## src/rtl/io_channel_bank_if.sv

```systemverilog
// Core channel bus plus host RX/TX handshakes for io_channel_bank.
// Valid/ready: a word moves on a rising clock edge where valid and ready are both 1; the sender holds data stable while valid=1 and ready=0.
interface io_channel_bank_if;
    logic        IO_write_en;
    logic [3:0]  IO_write_sel;
    logic [14:0] IO_write_data;
    logic [3:0]  IO_read_sel;
    logic [14:0] IO_read_data;
    logic        rx_valid;
    logic        rx_ready;
    logic [14:0] rx_data;
    logic        tx_valid;
    logic        tx_ready;
    logic [14:0] tx_data;

    modport master (
        output IO_write_en, IO_write_sel, IO_write_data, IO_read_sel,
        output rx_valid, rx_data, tx_ready,
        input  IO_read_data, rx_ready, tx_valid, tx_data
    );

    modport slave (
        input  IO_write_en, IO_write_sel, IO_write_data, IO_read_sel,
        input  rx_valid, rx_data, tx_ready,
        output IO_read_data, rx_ready, tx_valid, tx_data
    );
endinterface

```

## src/rtl/io_channel_bank.sv

```systemverilog
// Sixteen-channel IO bank: output registers, synchronized inputs, status,
// a single-word TX holding register and a host-to-core RX FIFO.
module io_channel_bank #(
    parameter int RX_DEPTH = 4
) (
    input  logic          clock,
    input  logic          reset_n,
    io_channel_bank_if.slave bus,
    output logic [119:0]  out_chan,
    input  logic [74:0]   ext_in
);
    localparam int         PW    = (RX_DEPTH > 1) ? $clog2(RX_DEPTH) : 1;
    localparam logic [3:0] DEPTH = 4'(RX_DEPTH);

    logic [7:0][14:0] out_q;
    logic [4:0][14:0] ext_s1, ext_s2;
    logic [14:0]      rx_mem [RX_DEPTH];
    logic [PW-1:0]    wr_ptr, rd_ptr;
    logic [3:0]       rx_count;
    logic             rx_full, rx_nonempty, push, pop;
    logic             tx_valid_q, tx_ovf;
    logic [14:0]      tx_data_q;
    logic             wr_ch13, wr_ch14, wr_ch15, tx_accept, tx_drop;
    logic [2:0]       ext_idx;

    assign wr_ch13 = bus.IO_write_en && (bus.IO_write_sel == 4'd13);
    assign wr_ch14 = bus.IO_write_en && (bus.IO_write_sel == 4'd14);
    assign wr_ch15 = bus.IO_write_en && (bus.IO_write_sel == 4'd15);

    // Full/empty come from the registered count only, so rx_ready never
    // depends on a same-cycle pop.
    assign rx_full     = (rx_count == DEPTH);
    assign rx_nonempty = (rx_count != 4'd0);
    assign push        = bus.rx_valid && !rx_full;
    assign pop         = wr_ch15 && rx_nonempty;

    assign tx_accept = wr_ch14 && (!tx_valid_q || bus.tx_ready);
    assign tx_drop   = wr_ch14 && tx_valid_q && !bus.tx_ready;

    assign bus.rx_ready = !rx_full;
    assign bus.tx_valid = tx_valid_q;
    assign bus.tx_data  = tx_data_q;
    assign out_chan     = out_q;

    always_ff @(posedge clock or negedge reset_n) begin
        if (!reset_n) begin
            out_q  <= '0;
            ext_s1 <= '0;
            ext_s2 <= '0;
        end else begin
            ext_s1 <= ext_in;
            ext_s2 <= ext_s1;
            if (bus.IO_write_en && !bus.IO_write_sel[3])
                out_q[bus.IO_write_sel[2:0]] <= bus.IO_write_data;
        end
    end

    // Storage needs no reset: the head is only read while the count is nonzero.
    always_ff @(posedge clock) begin
        if (push) rx_mem[wr_ptr] <= bus.rx_data;
    end

    always_ff @(posedge clock or negedge reset_n) begin
        if (!reset_n) begin
            wr_ptr   <= '0;
            rd_ptr   <= '0;
            rx_count <= '0;
        end else begin
            if (push) wr_ptr <= wr_ptr + PW'(1);
            if (pop)  rd_ptr <= rd_ptr + PW'(1);
            case ({push, pop})
                2'b10:   rx_count <= rx_count + 4'd1;
                2'b01:   rx_count <= rx_count - 4'd1;
                default: rx_count <= rx_count;
            endcase
        end
    end

    always_ff @(posedge clock or negedge reset_n) begin
        if (!reset_n) begin
            tx_valid_q <= 1'b0;
            tx_data_q  <= '0;
            tx_ovf     <= 1'b0;
        end else begin
            if (tx_accept) begin
                tx_valid_q <= 1'b1;
                tx_data_q  <= bus.IO_write_data;
            end else if (tx_valid_q && bus.tx_ready) begin
                tx_valid_q <= 1'b0;
            end
            // Setting on a dropped word takes priority over a status-write clear.
            if (tx_drop)      tx_ovf <= 1'b1;
            else if (wr_ch13) tx_ovf <= 1'b0;
        end
    end

    assign ext_idx = 3'(bus.IO_read_sel - 4'd8);

    always_comb begin
        bus.IO_read_data = '0;
        case (bus.IO_read_sel)
            4'd0, 4'd1, 4'd2, 4'd3, 4'd4, 4'd5, 4'd6, 4'd7:
                bus.IO_read_data = out_q[bus.IO_read_sel[2:0]];
            4'd8, 4'd9, 4'd10, 4'd11, 4'd12:
                bus.IO_read_data = ext_s2[ext_idx];
            4'd13:
                bus.IO_read_data = {7'd0, tx_ovf, tx_valid_q, rx_count, rx_full, rx_nonempty};
            4'd14:
                bus.IO_read_data = tx_data_q;
            default:
                bus.IO_read_data = rx_nonempty ? rx_mem[rd_ptr] : 15'd0;
        endcase
    end
endmodule

```

## src/flat_wrapper.sv

```systemverilog
// flat-port wrapper written by rule: the top's interface ports become plain ports
module io_channel_bank_flat 
#(
    parameter int RX_DEPTH = 4
)
  (clock, reset_n, out_chan, ext_in, bus_IO_write_en, bus_IO_write_sel, bus_IO_write_data, bus_IO_read_sel, bus_rx_valid, bus_rx_data, bus_tx_ready, bus_IO_read_data, bus_rx_ready, bus_tx_valid, bus_tx_data);
  io_channel_bank_if bus_i ();
  input  logic clock;
  input  logic reset_n;
  output logic [119:0] out_chan;
  input  logic [74:0] ext_in;
  input wire logic [$bits(bus_i.IO_write_en)-1:0] bus_IO_write_en;
  input wire logic [$bits(bus_i.IO_write_sel)-1:0] bus_IO_write_sel;
  input wire logic [$bits(bus_i.IO_write_data)-1:0] bus_IO_write_data;
  input wire logic [$bits(bus_i.IO_read_sel)-1:0] bus_IO_read_sel;
  input wire logic [$bits(bus_i.rx_valid)-1:0] bus_rx_valid;
  input wire logic [$bits(bus_i.rx_data)-1:0] bus_rx_data;
  input wire logic [$bits(bus_i.tx_ready)-1:0] bus_tx_ready;
  output wire logic [$bits(bus_i.IO_read_data)-1:0] bus_IO_read_data;
  output wire logic [$bits(bus_i.rx_ready)-1:0] bus_rx_ready;
  output wire logic [$bits(bus_i.tx_valid)-1:0] bus_tx_valid;
  output wire logic [$bits(bus_i.tx_data)-1:0] bus_tx_data;
  assign bus_i.IO_write_en = bus_IO_write_en;
  assign bus_i.IO_write_sel = bus_IO_write_sel;
  assign bus_i.IO_write_data = bus_IO_write_data;
  assign bus_i.IO_read_sel = bus_IO_read_sel;
  assign bus_i.rx_valid = bus_rx_valid;
  assign bus_i.rx_data = bus_rx_data;
  assign bus_i.tx_ready = bus_tx_ready;
  assign bus_IO_read_data = bus_i.IO_read_data;
  assign bus_rx_ready = bus_i.rx_ready;
  assign bus_tx_valid = bus_i.tx_valid;
  assign bus_tx_data = bus_i.tx_data;
  io_channel_bank #(.RX_DEPTH(RX_DEPTH)) u_core (.clock(clock), .reset_n(reset_n), .bus(bus_i), .out_chan(out_chan), .ext_in(ext_in));
endmodule
```

## config.mk

```make
export PLATFORM = sky130hd
export DESIGN_NAME = io_channel_bank_flat
export DESIGN_NICKNAME = d
export VERILOG_FILES = /design/src/rtl/io_channel_bank_if.sv /design/src/rtl/io_channel_bank.sv /design/src/flat_wrapper.sv
export SDC_FILE = /design/constraint.sdc
export NUM_CORES = 1
export LEC_CHECK = 0
export CELL_PAD_IN_SITES_DETAIL_PLACEMENT = 1
export CELL_PAD_IN_SITES_GLOBAL_PLACEMENT = 2
export CORE_ASPECT_RATIO = 1.4
export CORE_MARGIN = 3
export CORE_UTILIZATION = 40
export CTS_CLUSTER_DIAMETER = 50
export DETAILED_ROUTE_END_ITERATION = 16
export GPL_TIMING_DRIVEN = 0
export HOLD_SLACK_MARGIN = 0.08
export PLACE_DENSITY_LB_ADDON = 0.12
export SLEW_MARGIN = 0
export SYNTH_ARGS = -nofsm -noshare
export SYNTH_HDL_FRONTEND = slang
export SYNTH_SLANG_ARGS = --single-unit
export TNS_END_PERCENT = 30
```

## constraint.sdc

```tcl
create_clock -name clock -period 6 [get_ports clock]
set_clock_uncertainty 0.05 [all_clocks]
set_input_delay 1.5 -clock clock [delete_from_list [all_inputs] [get_ports clock]]
set_output_delay 1.5 -clock clock [all_outputs]
set_load 0.03 [all_outputs]
```

==> impl_metrics.env, run 1 <==
export IMPL_p_clk_share_pct=31.0
export IMPL_htreeDepth=2
export IMPL_dpl_cell_area_mm2=0.01693
export IMPL_crit_path_max_fanout=10
export IMPL_drtIter0Drc=404
export IMPL_netlist_instances=817
export IMPL_cp_buffers_inverters=4
export IMPL_vdd_drop_max_mv=0.2267
export IMPL_p_int_mw=5.115
export IMPL_arrival_ps=4340
export IMPL_design_area_mm2=0.01817
export IMPL_numCtsBuffers=37
export IMPL_port_buffers=268
export IMPL_cts_tree="built"
export IMPL_synth_seq_cells=355
export IMPL_power_frac_comb_pct=27.4
export IMPL_setup_violations=0
export IMPL_ant_nets=0
export IMPL_cp_slowest_stage_delay_ps=740
export IMPL_hold_end="u_core.ext_s2[10]"
export IMPL_post_cts_buffers=0
export IMPL_synthFlopType="dfrtp_1"
export IMPL_r2r_slack_ps=3230
export IMPL_critPathKind="input port to primary output"
export IMPL_coreArea_mm2=0.03341
export IMPL_utilization_pct=54.38
export IMPL_rsz0062_at_grt="yes"
export IMPL_vias=8200
export IMPL_holdPathStages=0
export IMPL_cts_hold_fix_buffers=0
export IMPL_track_usage_pct=21.33
export IMPL_reg2reg_depth=9
export IMPL_cp_common_cell="clkdlybuf4s50_1"
export IMPL_antenna_found_initial=2
export IMPL_critPathCaptureType="primary output"
export IMPL_clk_pin_slew_ps=60
export IMPL_hold_viol_final=0
export IMPL_hold_slack_ps=294.5
export IMPL_syn_area_mm2=0.01363
export IMPL_clockBufferDepth=3
export IMPL_worstHoldStart="u_core.ext_s1[10]"
export IMPL_yosys_warnings=0
export IMPL_synth_top_cell_area_share_pct=54.16
export IMPL_ys_types=47
export IMPL_power_leakage_nw=7.416
export IMPL_clkSinkCount=355
export IMPL_grt_pass1_wl_mm=57.52
export IMPL_die_h_um=224.4
export IMPL_cp_slowest_cell="clkdlybuf4s50_1"
export IMPL_pwr_share_seq_pct=41.6
export IMPL_slew_violations=0
export IMPL_critPathTopFamily="buffers and inverters"
export IMPL_synthArstFlopShare_pct=83.10
export IMPL_drt_wl_total_mm=38.83
export IMPL_synth_edf_count=60
export IMPL_nets=1252
export IMPL_tightest_slew_ps=882.1
export IMPL_dr_pass1_iters=4
export IMPL_startpoint_type="input port"
export IMPL_start_util_pct=40.80
export IMPL_outcome="complete, no violations"
export IMPL_drv_cap=0
export IMPL_grt_max_degree=119
export IMPL_drive_above_1_share_pct=25.13
export IMPL_r2r_start="u_core.rx_count[0]"
export IMPL_r2r_end="u_core.rx_count[3]"
export IMPL_crit_chain="clkdlybuf4s50_1, clkinv_1, buf_1, mux2i_1, o211ai_1, clkdlybuf4s50_1"
export IMPL_crit_required_ps=4450
export IMPL_clk_latency_ps=520
export IMPL_yosysTopAreaCell="dfrtp_1"
export IMPL_power_switching_mw=2.296
export IMPL_hold_path_class="flip-flop to flip-flop"
export IMPL_dieArea_mm2=0.03636
export IMPL_rows=79
export IMPL_wire_per_inst_um=24.27
export IMPL_power_density_mw_per_mm2=407.9
export IMPL_drc=0
export IMPL_yosysSeqAreaShare_pct=67.38
export IMPL_pre_cts_ws_ps=-141.2
export IMPL_setup_slack_ps=107.0
export IMPL_area_growth_pct=33.28
export IMPL_synth_nets=943
export IMPL_die_width_um=162.0
export IMPL_gp_congestion=0.7888
export IMPL_overflow=0
export IMPL_hpwl_mm=28.55
export IMPL_viasPerCell=5.125
export IMPL_period_needed_ps=5893
export IMPL_fmax_mhz=169.7
export IMPL_grt_pass1_vias=8970
export IMPL_avgSynthCellArea_um2=16.68
export IMPL_io_pins=270
export IMPL_synth_area_leaders="dfrtp_1 (54%), edfxtp_1 (13%), mux2_2 (11%)"
export IMPL_relSlewSlack_pct=41.20
export IMPL_finalCritPeriodShare_pct=98.22
export IMPL_p_sw_share_pct=30.98
export IMPL_root_buffer="clkbuf_16"
==> cells by family (layout without fill, tap and decap cells) <==
family / after synthesis / in the layout / share of synthesized area (%)
DFF: 355 / 355 / 67.38
muxes: 211 / 211 / 21.22
and+or+nand+nor: 116 / 116 / 4.526
AOI/OAI and AO/OA: 71 / 71 / 3.727
buffers and inverters: 50 / 387 / 1.974
adders and majority gates: 8 / 8 / 0.7894
xor gates and xnor gates: 6 / 6 / 0.3855
other: 0 / 1 / 0
==> Yosys cell counts (4+ instances only) <==
cell and n:
o2111ai_1 14, mux2_2 134, nand2b_1 10, buf_6 5, a22oi_1 13, xnor2_1 4
edfxtp_1 60, o22ai_1 6, o211ai_1 8, nor2b_1 17, ha_1 7, a21o_1 8
dfrtp_1 295, mux2i_1 22, nand4_1 6, nand2_1 49, nor3_1 4, nor2_1 11
and3_1 4, o21ai_0 15, mux2_4 10, buf_2 14, inv_1 7, buf_4 7
mux4_2 45, clkbuf_1 13
==> sequential cells by signal (all words and copies together) (netlist names), 2 cells and up <==
| register | flops |
|---|---|
| u_core.out_chan | 120 |
| u_core.ext_s1 | 75 |
| u_core.ext_s2 | 75 |
| u_core.rx_mem | 60 |
| u_core.bus.tx_data | 15 |
| u_core.rx_count | 4 |
| u_core.rd_ptr | 2 |
| u_core.wr_ptr | 2 |
==> worst max path at each step <==
stage | start | to | slack [ps] | cells after the start
3_5_place_dp | bus_IO_read_sel[1] | bus_IO_read_data[14] | -140 | 7
6_report | bus_IO_read_sel[2] | bus_IO_read_data[14] | 110 | 6
4_1_cts | bus_IO_read_sel[2] | bus_IO_read_data[7] | 3 | 8
5_1_grt | bus_IO_read_sel[2] | bus_IO_read_data[14] | -30 | 6
2_1_floorplan | bus_IO_read_sel[0] | bus_IO_read_data[2] | 1580 | 6
3_3_place_gp | reset_n | u_core.ext_s1[23] | -9260 | 1
==> final cells by class <==
class / instances / area [µm²]
fill: 3232 / 15240
sequential: 355 / 9184
multi-input combinational: 412 / 4183
timing repair buffer: 270 / 2743
clock buffer: 50 / 1045
tap: 445 / 556.8
buffer: 42 / 242.7
clock inverter: 17 / 181.4
inverter: 8 / 30.03
antenna: 1 / 2.502
==> stage by stage <==
| stage | total power [mW] | std cells | TNS (ps) |
|---|---|---|---|
| final | 7.411 | 1600 | 0 |
| after global routing | 7.724 | 1600 | -27.30 |
| after CTS | 7.506 | 1599 | 0 |
| after detailed placement | 5.185 | 1532 | -825.8 |
| after global placement | 5.138 | 1530 | -2722190 |
| after floorplan | 4.193 | 817 | 0 |
==> metal layers <==
layer	share of wire, %	wire length, µm	vias to the layer above	track usage, %
met4	2.3	889	2	5.892
met5	0.033	13	-	0
met2	52	20270	225	37.86
li1	-	-	3618	-
met1	40	15710	4306	26.50
met3	5.0	1944	49	4.495
==> layout by cell type, fill, tap and decap left out, types with 3 or more instances in the layout <==
cell type,netlist,layout
dfrtp_1,295,295
clkdlybuf4s50_1,0,267
mux2_2,134,134
edfxtp_1,60,60
nand2_1,49,49
mux4_2,45,45
clkbuf_16,0,37
mux2i_1,22,22
nor2b_1,17,17
clkbuf_1,13,16
buf_2,14,15
o21ai_0,15,15
o2111ai_1,14,14
a22oi_1,13,13
nor2_1,11,11
nand2b_1,10,10
mux2_4,10,10
a21o_1,8,8
o211ai_1,8,8
inv_1,7,7
buf_4,7,7
ha_1,7,7
clkbuf_8,0,7
o22ai_1,6,6
nand4_1,6,6
clkinv_2,0,6
buf_6,5,5
xnor2_1,4,4
and3_1,4,4
a21oi_1,3,3
buf_1,3,3
nor3_1,4,3
inv_6,0,3
clkinvlp_4,0,3
bufinv_16,0,3
==> power by group through the flow <==
stage / combinational [mW] / sequential [mW] / clock (mW)
2_1_floorplan: 0.718 / 3.47 / 0
3_3_place_gp: 2.02 / 3.11 / 0
3_5_place_dp: 2.05 / 3.13 / 0
4_1_cts: 2.06 / 3.09 / 2.35
5_1_grt: 2.14 / 3.13 / 2.46
6_report: 2.03 / 3.08 / 2.30
==> what timing repair did <==
action | in CTS | in global routing
hold endpoints to repair | 0 | 0
setup endpoints to repair | 14 | 6
gates resized for setup | 3 | 3
Note: power is estimated with default switching activity, not from simulation.
==> run 2, diff against run 1 <==
--- a/config.mk
+++ b/config.mk
@@ -7,7 +7,6 @@
 export LEC_CHECK = 0
 export CELL_PAD_IN_SITES_DETAIL_PLACEMENT = 1
 export CELL_PAD_IN_SITES_GLOBAL_PLACEMENT = 2
-export CORE_ASPECT_RATIO = 1.4
 export CORE_MARGIN = 3
 export CORE_UTILIZATION = 40
 export CTS_CLUSTER_DIAMETER = 50
==> impl_metrics.env, run 2 (synthesized netlist as in run 1, its figures left out) <==
export IMPL_outcome="complete, no violations"
export IMPL_viasPerCell=5.119
export IMPL_critPathCaptureType="primary output"
export IMPL_start_util_pct=41.27
export IMPL_dpl_cell_area_mm2=0.01693
export IMPL_fmax_mhz=169.6
export IMPL_reg2reg_depth=9
export IMPL_track_usage_pct=21.50
export IMPL_drv_cap=0
export IMPL_crit_required_ps=4450
export IMPL_area_growth_pct=33.75
export IMPL_p_int_mw=5.184
export IMPL_die_h_um=190.6
export IMPL_clk_pin_slew_ps=50
export IMPL_drive_above_1_share_pct=24.98
export IMPL_die_width_um=190.6
export IMPL_nets=1255
export IMPL_p_sw_share_pct=30.94
export IMPL_drtIter0Drc=390
export IMPL_numPlacedInstances=1529
export IMPL_hold_end="u_core.ext_s2[25]"
export IMPL_largest_reg_flops=120
export IMPL_root_buffer="clkbuf_16"
export IMPL_vdd_drop_max_mv=0.2748
export IMPL_finalCritPeriodShare_pct=98.27
export IMPL_rsz0062_at_grt="no"
export IMPL_grt_max_degree=122
export IMPL_critPathTopFamily="buffers and inverters"
export IMPL_finalSetupTns_ps=0
export IMPL_power_switching_mw=2.323
export IMPL_crit_chain="clkdlybuf4s50_1, clkinv_1, clkbuf_1, mux2i_1, o211ai_1, clkdlybuf4s50_1"
export IMPL_design_area_mm2=0.01823
export IMPL_power_frac_comb_pct=27.0
export IMPL_cts_tree="built"
export IMPL_p_clk_share_pct=31.9
export IMPL_r2r_slack_ps=3230
export IMPL_overflow=0
export IMPL_hold_path_class="flip-flop to flip-flop"
export IMPL_arrival_ps=4350
export IMPL_slew_violations=0
export IMPL_p_total_mw=7.507
export IMPL_htreeDepth=2
export IMPL_fillCellCount=3119
export IMPL_ant_nets=0
export IMPL_diodes=0
export IMPL_grt_pass1_wl_mm=58.07
export IMPL_final_common_cell="dfrtp_1"
export IMPL_io_pins=270
export IMPL_r2r_start="u_core.rx_count[0]"
export IMPL_final_cells=1599
export IMPL_critPathKind="input port to primary output"
export IMPL_coreArea_mm2=0.03303
export IMPL_drc=0
export IMPL_pre_cts_ws_ps=-171.3
export IMPL_clockBufferDepth=3
export IMPL_hpwl_mm=28.50
export IMPL_worstHoldStart="u_core.ext_s1[25]"
export IMPL_wire_per_inst_um=24.37
export IMPL_cp_buffers_inverters=4
export IMPL_power_density_mw_per_mm2=411.8
export IMPL_antenna_found_initial=3
export IMPL_gp_congestion=0.8303
export IMPL_cp_slowest_cell="clkdlybuf4s50_1"
export IMPL_cp_common_cell="clkdlybuf4s50_1"
export IMPL_multiInputGateArea_mm2=0.004183
export IMPL_drt_wl_total_mm=38.96
export IMPL_utilization_pct=55.19
export IMPL_vias=8185
export IMPL_pwr_share_seq_pct=41.1
export IMPL_tightest_slew_ps=903.4
export IMPL_hold_viol_final=0
export IMPL_clkSinkCount=355
export IMPL_hold_slack_ps=297.0
export IMPL_cp_slowest_stage_delay_ps=730
export IMPL_holdPathStages=0
export IMPL_power_leakage_nw=7.451
export IMPL_clk_latency_ps=530
export IMPL_relSlewSlack_pct=39.77
export IMPL_grt_pass1_vias=8946
export IMPL_setup_slack_ps=104.0
export IMPL_rows=66
export IMPL_final_cell_mix="dfrtp_1 (295), clkdlybuf4s50_1 (267), mux2_2 (134), edfxtp_1 (60), nand2_1 (49)"
export IMPL_numCtsBuffers=40
export IMPL_crit_path_max_fanout=10
export IMPL_dr_pass1_iters=4
export IMPL_port_buffers=268
export IMPL_setup_violations=0
export IMPL_dieArea_mm2=0.03633
export IMPL_startpoint_type="input port"
export IMPL_ff_latch_area_mm2=0.009184
export IMPL_period_needed_ps=5896
export IMPL_r2r_end="u_core.rx_count[3]"
## run 2: changes by cell type in the layout (fill, tap and decap cells not counted), moves of 2 or more
cell and change:
clkbuf_8 -2, clkinvlp_4 -2, clkbuf_1 +4, clkbuf_16 +3
## run 2: worst max path at each step
stage                                   from                    to  cells after the start
after detailed placement  bus_IO_read_sel[1]  bus_IO_read_data[14]                      7
after CTS                 bus_IO_read_sel[2]  bus_IO_read_data[14]                      8
after global routing      bus_IO_read_sel[2]  bus_IO_read_data[14]                      8
final                     bus_IO_read_sel[2]  bus_IO_read_data[14]                      6
after floorplan           bus_IO_read_sel[0]   bus_IO_read_data[2]                      6
after global placement               reset_n     u_core.ext_s1[12]                      1
## run 2: area by class of cell
type | count | area share, %
plain buffers | 42 | 1.325
clock buffers | 53 | 6.033
clock inverters | 17 | 1.084
inverters | 8 | 0.1647
multi-input cells | 412 | 22.94
flip-flops and latches | 355 | 50.37
well taps | 442 | 3.033
repair buffers | 270 | 15.04
## run 2: power by group through the flow
stage / clock network, mW / logic, mW / registers [mW]
2_1_floorplan: 0 / 0.718 / 3.47
3_3_place_gp: 0 / 2.02 / 3.11
3_5_place_dp: 0 / 2.05 / 3.13
4_1_cts: 2.46 / 2.06 / 3.09
5_1_grt: 2.56 / 2.15 / 3.13
6_report: 2.39 / 2.03 / 3.08
## run 2: metal layers
metal	up-vias	routed length, µm	global-route usage [%]
met1	4255	16920	29.96
met3	58	2417	4.467
met4	6	716	4.629
met2	240	18850	35.28
li1	3626	-	-
met5	-	49	0
## run 2: repair_timing
action                     CTS  global route
setup endpoints to repair    7             8
resized for setup            3             4
buffers inserted             0             0
gates cloned                 0             0
hold buffers                 0             0
==> run 3, diff against run 2 <==
--- a/config.mk
+++ b/config.mk
@@ -13,7 +13,7 @@
 export DETAILED_ROUTE_END_ITERATION = 16
 export GPL_TIMING_DRIVEN = 0
 export HOLD_SLACK_MARGIN = 0.08
-export PLACE_DENSITY_LB_ADDON = 0.12
+export PLACE_DENSITY = 0.95
 export SLEW_MARGIN = 0
 export SYNTH_ARGS = -nofsm -noshare
 export SYNTH_HDL_FRONTEND = slang
==> impl_metrics.env, run 3 (synthesized netlist as in run 1, its figures left out) <==
export IMPL_outcome="complete, no violations"
export IMPL_pre_cts_ws_ps=-138.2
export IMPL_track_usage_pct=22.93
export IMPL_tightest_slew_ps=866.5
export IMPL_drv_cap=0
export IMPL_pwr_share_seq_pct=40.3
export IMPL_ant_nets=0
export IMPL_power_switching_mw=2.361
export IMPL_slew_violations=0
export IMPL_power_leakage_nw=7.498
export IMPL_p_sw_share_pct=30.70
export IMPL_gp_congestion=0.8332
export IMPL_arrival_ps=4310
export IMPL_finalCritPeriodShare_pct=97.59
export IMPL_p_int_mw=5.331
export IMPL_largest_reg_flops=120
export IMPL_power_density_mw_per_mm2=419.6
export IMPL_clockBufferDepth=3
export IMPL_die_h_um=190.6
export IMPL_root_buffer="clkbuf_16"
export IMPL_setup_slack_ps=144.5
export IMPL_fmax_mhz=170.8
export IMPL_final_common_cell="dfrtp_1"
export IMPL_drt_wl_total_mm=41.50
export IMPL_io_pins=270
export IMPL_critPathKind="input port to primary output"
export IMPL_htreeDepth=2
export IMPL_vdd_drop_max_mv=0.2248
export IMPL_drtIter0Drc=549
export IMPL_crit_path_max_fanout=10
export IMPL_drive_above_1_share_pct=25.37
export IMPL_numPlacedInstances=1529
export IMPL_start_util_pct=41.27
export IMPL_port_buffers=268
export IMPL_crit_required_ps=4450
export IMPL_ff_latch_area_mm2=0.009184
export IMPL_vias=8426
export IMPL_period_needed_ps=5855
export IMPL_clk_latency_ps=520
export IMPL_grt_max_degree=120
export IMPL_clk_pin_slew_ps=60
export IMPL_final_cells=1601
export IMPL_hold_path_class="flip-flop to flip-flop"
export IMPL_final_cell_mix="dfrtp_1 (295), clkdlybuf4s50_1 (267), mux2_2 (134), edfxtp_1 (60), nand2_1 (49)"
export IMPL_grt_pass1_vias=9523
export IMPL_die_width_um=190.6
export IMPL_r2r_slack_ps=3220
export IMPL_power_frac_comb_pct=26.7
export IMPL_dr_pass1_iters=5
export IMPL_p_clk_share_pct=33.0
export IMPL_setup_violations=0
export IMPL_multiInputGateArea_mm2=0.004185
export IMPL_rsz0062_at_grt="no"
export IMPL_diodes=0
export IMPL_numCtsBuffers=41
export IMPL_post_cts_buffers=0
export IMPL_grt_pass1_wl_mm=61.71
export IMPL_wire_per_inst_um=25.92
export IMPL_fillCellCount=3109
export IMPL_overflow=0
export IMPL_area_growth_pct=34.50
export IMPL_drc=0
export IMPL_nets=1256
export IMPL_rows=66
export IMPL_coreArea_mm2=0.03303
export IMPL_hold_viol_final=0
export IMPL_viasPerCell=5.263
export IMPL_startpoint_type="input port"
export IMPL_clkSinkCount=355
export IMPL_hpwl_mm=30.66
export IMPL_dieArea_mm2=0.03633
export IMPL_relSlewSlack_pct=42.23
export IMPL_antenna_found_initial=1
export IMPL_critPathCaptureType="primary output"
export IMPL_cts_tree="built"
-- run 3: worst max-delay path: stages --
cell and delay [ps]:
clkdlybuf4s50_1 530, buf_2 320, inv_1 170, nor3b_2 420, buf_2 330, nand2_1 110
o2111ai_1 150, clkdlybuf4s50_1 770
-- run 3: power groups by stage --
stage	Sequential [mW]	Clock, mW	Combinational [mW]
after floorplan	3.47	0	0.718
after global placement	3.11	0	2.00
after CTS	3.10	2.59	2.08
after global routing	3.14	2.70	2.16
after detailed placement	3.14	0	2.06
final	3.10	2.54	2.05
-- run 3: area by class of cell --
class | count | area share [%]
repair buffers | 270 | 14.96
plain buffers | 42 | 1.317
well taps | 442 | 3.016
flip-flops and latches | 355 | 50.09
clock buffers | 58 | 6.558
multi-input cells | 412 | 22.83
clock inverters | 14 | 1.065
inverters | 8 | 0.1638
-- run 3: timing repair --
action	in CTS	in global routing
gates resized for setup	3	1
hold endpoints to repair	0	0
setup endpoints to repair	13	1
hold buffers	0	0
-- run 3: per-layer routing --
metal	GRT usage (%)	share of wire [%]	vias up
li1	-	-	3634
met5	0	0.027	-
met3	4.688	6.0	64
met1	29.57	41	4432
met4	6.294	2.5	2
met2	39.70	51	294
-- run 3: worst paths after layout --
check                                        start                  end  depth (start not counted)
worst min-delay path             u_core.ext_s1[58]    u_core.ext_s2[58]                          0
worst min register to register   u_core.ext_s1[58]    u_core.ext_s2[58]                          0
worst max register to register  u_core.rx_count[0]   u_core.rx_count[3]                         11
max in group asynchronous                  reset_n  u_core.bus.tx_valid                          2
worst max-delay path            bus_IO_read_sel[1]  bus_IO_read_data[2]                          8
min in group asynchronous                  reset_n    u_core.ext_s2[39]                          1
-- run 3: stage by stage --
step / power [mW] / cell area [µm²] / hold slack (ps) / util [%] / TNS, ps
after floorplan: 4.193 / 13630 / 281.2 / - / 0
after global placement: 5.110 / 16870 / 281.6 / 51.06 / -2648430
after detailed placement: 5.200 / 16930 / 286.3 / 51.24 / -844.8
after CTS: 7.769 / 18330 / 298.1 / 55.50 / 0
after global routing: 8.006 / 18330 / 295.3 / 55.50 / 0
final: 7.693 / 18330 / 294.1 / 55.50 / 0
